`src/rtl/inst_fetch_pkg.sv`:
```
// inst_fetch_pkg: shared widths, reset PC and bus layouts for the fetch stage.
//   FETCH_TO_DEC_BUS_WD : width of {inst, pc} sent to decode (64)
//   BR_BUS_WD           : width of {br_taken, br_target} from decode (33)
//   RESET_PC            : address of the first instruction fetched after reset
package inst_fetch_pkg;

  localparam int FETCH_TO_DEC_BUS_WD = 64;
  localparam int BR_BUS_WD           = 33;
  localparam logic [31:0] RESET_PC   = 32'h1c00_0000;

  typedef struct packed {
    logic        br_taken;
    logic [31:0] br_target;
  } br_bus_t;

  typedef struct packed {
    logic [31:0] inst;
    logic [31:0] pc;
  } fetch_bus_t;

endpackage

```
`src/rtl/fetch_inst_buf.sv`:
```
// fetch_inst_buf: one-entry instruction hold register for the fetch stage.
// Captures the SRAM read data on the first stall cycle so the SRAM can go
// idle while decode is stalled.
//   clk, reset    : clock, asynchronous active-high reset
//   capture       : load rdata and mark the buffer valid
//   clear         : drop the buffered word (transfer or redirect)
//   rdata         : instruction word from the SRAM
//   buf_valid     : buffer holds a word
//   buf_inst      : the buffered word
module fetch_inst_buf (
  input  logic        clk,
  input  logic        reset,
  input  logic        capture,
  input  logic        clear,
  input  logic [31:0] rdata,
  output logic        buf_valid,
  output logic [31:0] buf_inst
);

  // capture needs a stall and clear needs a transfer or redirect, so the two
  // never coincide; clear still wins for safety.
  always_ff @(posedge clk or posedge reset) begin
    if (reset) begin
      buf_valid <= 1'b0;
      buf_inst  <= 32'b0;
    end else if (clear) begin
      buf_valid <= 1'b0;
    end else if (capture) begin
      buf_valid <= 1'b1;
      buf_inst  <= rdata;
    end
  end

endmodule

```
`src/rtl/inst_fetch.sv`:
```
// inst_fetch: instruction-fetch stage (pre-IF next-PC generation + IF stage).
// Optional feature macro: FETCH_INST_BUF_EN adds a one-entry instruction
// buffer so the SRAM idles while decode stalls; without it the SRAM re-reads
// the held PC every stall cycle.
// Handshake: an instruction moves to decode on a rising edge where
// fetch_to_dec_valid and dec_allowin are both high; while dec_allowin is low
// the bus is held stable. A taken branch suppresses valid in that cycle.
//   clk, reset          : clock, asynchronous active-high reset
//   dec_allowin         : decode accepts an instruction this cycle
//   branch_bus          : {br_taken, br_target} from decode
//   fetch_to_dec_valid  : fetch_to_decode_bus holds a valid instruction
//   fetch_to_decode_bus : {inst, pc}
//   inst_sram_*         : synchronous instruction SRAM port (read only)
module inst_fetch
  import inst_fetch_pkg::*;
(
  input  logic                           clk,
  input  logic                           reset,
  input  logic                           dec_allowin,
  input  logic [BR_BUS_WD-1:0]           branch_bus,
  output logic                           fetch_to_dec_valid,
  output logic [FETCH_TO_DEC_BUS_WD-1:0] fetch_to_decode_bus,
  output logic                           inst_sram_en,
  output logic [3:0]                     inst_sram_we,
  output logic [31:0]                    inst_sram_addr,
  output logic [31:0]                    inst_sram_wdata,
  input  logic [31:0]                    inst_sram_rdata
);

  br_bus_t     br;
  logic        br_taken;
  logic [31:0] br_target;
  logic        fs_valid;
  logic [31:0] fs_pc;
  logic [31:0] fs_inst;
  logic [31:0] nextpc;
  logic        fs_allowin;
  fetch_bus_t  out_bus;

  assign br        = br_bus_t'(branch_bus);
  assign br_taken  = br.br_taken;
  assign br_target = br.br_target;

  // A redirect always opens IF: the held instruction is on the wrong path.
  assign fs_allowin = ~fs_valid | dec_allowin | br_taken;
  assign nextpc     = br_taken ? br_target : fs_pc + 32'd4;

  always_ff @(posedge clk or posedge reset) begin
    if (reset) begin
      fs_valid <= 1'b0;
      fs_pc    <= RESET_PC - 32'd4;
    end else if (fs_allowin) begin
      fs_valid <= 1'b1;
      fs_pc    <= nextpc;
    end
  end

  assign fetch_to_dec_valid = fs_valid & ~br_taken;

  assign out_bus.inst        = fs_inst;
  assign out_bus.pc          = fs_pc;
  assign fetch_to_decode_bus = out_bus;

  assign inst_sram_we    = 4'b0;
  assign inst_sram_wdata = 32'b0;

`ifdef FETCH_INST_BUF_EN
  logic        buf_valid;
  logic [31:0] buf_inst;
  logic        buf_capture;
  logic        buf_clear;

  // First stall cycle: rdata still answers the read for fs_pc, grab it.
  assign buf_capture = fs_valid & ~fs_allowin & ~buf_valid;
  assign buf_clear   = br_taken | (fetch_to_dec_valid & dec_allowin);

  fetch_inst_buf u_buf (
    .clk       (clk),
    .reset     (reset),
    .capture   (buf_capture),
    .clear     (buf_clear),
    .rdata     (inst_sram_rdata),
    .buf_valid (buf_valid),
    .buf_inst  (buf_inst)
  );

  assign fs_inst        = buf_valid ? buf_inst : inst_sram_rdata;
  assign inst_sram_en   = ~reset & fs_allowin;
  assign inst_sram_addr = nextpc;
`else
  // No buffer: keep re-reading the held PC so rdata stays valid on a stall.
  assign fs_inst        = inst_sram_rdata;
  assign inst_sram_en   = ~reset;
  assign inst_sram_addr = fs_allowin ? nextpc : fs_pc;
`endif

endmodule
```
`config.mk`:
```
export PLATFORM = sky130hd
export DESIGN_NAME = inst_fetch
export DESIGN_NICKNAME = d
export VERILOG_FILES = /design/src/rtl/inst_fetch_pkg.sv /design/src/rtl/fetch_inst_buf.sv /design/src/rtl/inst_fetch.sv
export SDC_FILE = /design/constraint.sdc
export NUM_CORES = 1
export LEC_CHECK = 0
export BUFFER_PORTS_ARGS = -buffer_cell sky130_fd_sc_hd__buf_4
export CAP_MARGIN = 10
export CELL_PAD_IN_SITES_DETAIL_PLACEMENT = 1
export CELL_PAD_IN_SITES_GLOBAL_PLACEMENT = 2
export CORE_UTILIZATION = 22
export DETAILED_ROUTE_END_ITERATION = 10
export HOLD_SLACK_MARGIN = 0.02
export PLACE_DENSITY_LB_ADDON = 0.1
export SYNTH_ARGS = -nofsm -noshare
export SYNTH_HDL_FRONTEND = slang
export SYNTH_SLANG_ARGS = --single-unit
```
`constraint.sdc`:
```
create_clock -name clk -period 5.7 [get_ports clk]
set_clock_uncertainty 0.1 [all_clocks]
set_input_delay 0.285 -clock clk [delete_from_list [all_inputs] [get_ports clk]]
set_output_delay 0.285 -clock clk [all_outputs]
set_load 0.03 [all_outputs]
```
==> flow_summary.toml <==
[routing]
postRouteAntennaNets = 0
drt_iter0_markers = 83
drc_errors = 0
routedWlPerCell_um = 15.2
drtPass1Iterations = 4
vias = 2144
routed_via_density = 4.42
drt-total-wl_um = 7380

[synthesis]
ys_async_sr_fraction = 1.00
synth_cell_types = 37
ys_warn_count = 0
yosysMostFrequentCell = "buf_4"
ys.flop_type = "dfstp_2"
synth_top_cells_by_area = "dfstp_2 (27%), buf_4 (21%), dfrtp_1 (6.9%), or4_1 (3.9%), nand2_1 (3.4%)"
post-synth-top-area-cell = "dfstp_2"
yosys.area.top_type_share = 0.270
ys_seq_area_frac = 0.339
synth-edff-count = 0
synth.avg_cell_area_um2 = 9.00
syn_area_um2 = 2530
ys_seq_elements = 33
netlist_instances = 281
yosys-top-cells-count = "buf_4 (70), dfstp_2 (26), nand2_1 (23)"

[cells_and_area]
area_delta_synth_final_pct = 25.8
final_nets = 413
drive_above_1_share = 0.420
multi_input_area_um2 = 1200
diodes = 0
regArea_um2 = 858
finish.instance_area_um2 = 3180
final_util = 0.288
fill_cells = 1334

[die]
io_pins = 202
die_w_um = 109
initial_core_util = 0.229
die_area_um2 = 11900
core_area_um2 = 11000
rows = 38
fp.dieH_um = 109

[timing]
setup_viol = 0
layout_setup_ws_ns = 2.73
finalHoldViolations = 0
fin_crit_sh = 0.522
tightest_slew_ns = 0.948
max_freq_mhz = 336
slew_headroom = 0.368
rsz0062_at_grt = "false"
setup_tns_ns = 0
fin_crit_ns = 2.97
slew_viol_final = 0

[cts]
clock_sinks = 33
cts_tree = "yes"
postCtsSetupBuffers = 0
cts_resized = 0
root_buffer = "clkbuf_16"
ctsHoldBuffers = 0
cts-buffers-inserted = 5
path_clk_slew_ns = 0.06
htree_levels = 2
clk_latency_ns = 0.27
clk_path_buf_depth = 2

[placed_design]
pre_cts_ws_ns = 2.96
numPortBuffers = 101
hpwlAfterDp_um = 5480
finalWeightedCongestion = 0.676
placed_area_um2 = 3020

[global_routing]
antenna_found_initial = 0
grt_pass1_wl_um = 11400
grt_overflow = 0
grt_start_max_net_pins = 39
grt_pass1_vias = 2133
grt_usage = 0.125

[power_and_ir_drop]
ir_worst_vdd_mv = 0.0981
power-per-cell-area_nw_per_um2 = 281
leakage_nw = 1.39

[worst_setup_path]
crit_fanout = 10
worstSetupPathType = "flip-flop to primary output"
reg2regPathDepth = 4
cp.required_ns = 5.32
startpoint_type = "flip-flop"
cp.arrival_ns = 2.59
cp-end-kind = "primary output"

[status]
status = "complete, no violations"

[hold_path]
hp-class = "primary input to async pin"

[job]
drv_cap = 0
[cells by family after synthesis]
family	count (synthesis)	synth area share
fa+ha+maj	1	0.00495
simple gates	96	0.233
compound gates	42	0.108
other cells	2	0.00297
mux	9	0.0366
buf+inv	87	0.237
flops	33	0.339
xor+xnor	11	0.0381
[where the power goes]
group / total (mW) / leakage (nW) / switching [mW] / internal [mW]
Clock: 0.289 / 0.0799 / 0.104 / 0.185
Combinational: 0.303 / 0.951 / 0.202 / 0.100
Sequential: 0.302 / 0.354 / 0.0293 / 0.272
Total: 0.894 / 1.39 / 0.336 / 0.558
[registers in the layout, summed over array words and instances, names as in the netlist]
register	count
fs_pc	32
fs_valid	1
[worst max-delay path, stage by stage, from the launching register on]
cell and delay [ns]:
dfstp_2 0.57, and3_1 0.53, nand4_4 0.26, or4_1 0.48, a31oi_1 0.26, buf_4 0.21
[cell usage in the layout (no fill, tap or decap), types with 3 or more instances in the layout]
cell	Yosys	routed
nand3_1	11	11
xor2_1	9	9
conb_1	2	37
and4_1	3	3
or4_1	13	13
and3_1	4	4
o31a_1	4	4
o31ai_1	9	9
dfstp_2	26	26
inv_1	6	6
nor4_1	4	4
nand2_1	23	23
buf_4	70	102
o211ai_1	4	4
mux2i_1	7	7
clkbuf_16	0	5
dfrtp_1	7	7
nand4_4	3	3
nand4_1	9	9
or3_1	3	3
o21ai_0	13	13
nand2b_1	3	3
nor2_1	12	12
a31oi_1	12	12
[metrics by stage]
stage	std cells	power [mW]	hold WS, ns
2_1_floorplan	316	0.557	0.400
3_3_place_gp	477	0.612	0.343
3_5_place_dp	477	0.613	0.352
4_1_cts	485	0.913	0.0553
5_1_grt	485	0.943	0.0745
6_report	485	0.894	0.0320
[per-layer routing]
metal | vias to the layer above | wire length (um) | track usage
li1 | 1031 | - | -
met1 | 1018 | 3250 | 0.156
met5 | - | 0 | 0
met2 | 86 | 3420 | 0.205
met4 | 0 | 55 | 0.0333
met3 | 9 | 651 | 0.0406
[worst paths after layout]
path	start	endpoint	slack (ns)
max reg2reg	fs_pc[4]	fs_pc[21]	3.40
max in group asynchronous	reset	fs_pc[20]	5.11
min in group clk	branch_bus[13]	fs_pc[13]	0.14
min reg2reg	fs_pc[0]	fs_pc[0]	0.42
min	reset	fs_pc[0]	0.03
max	fs_pc[4]	inst_sram_addr[21]	2.73
[cell type report]
class / instances / area share
clock inverters: 1 / 0.00157
inverters: 6 / 0.00708
clock buffers: 7 / 0.0480
multi-input cells: 196 / 0.378
flip-flops and latches: 33 / 0.270
repair buffers: 102 / 0.241
well taps: 140 / 0.0551
Power figures use the tool's default switching activity.
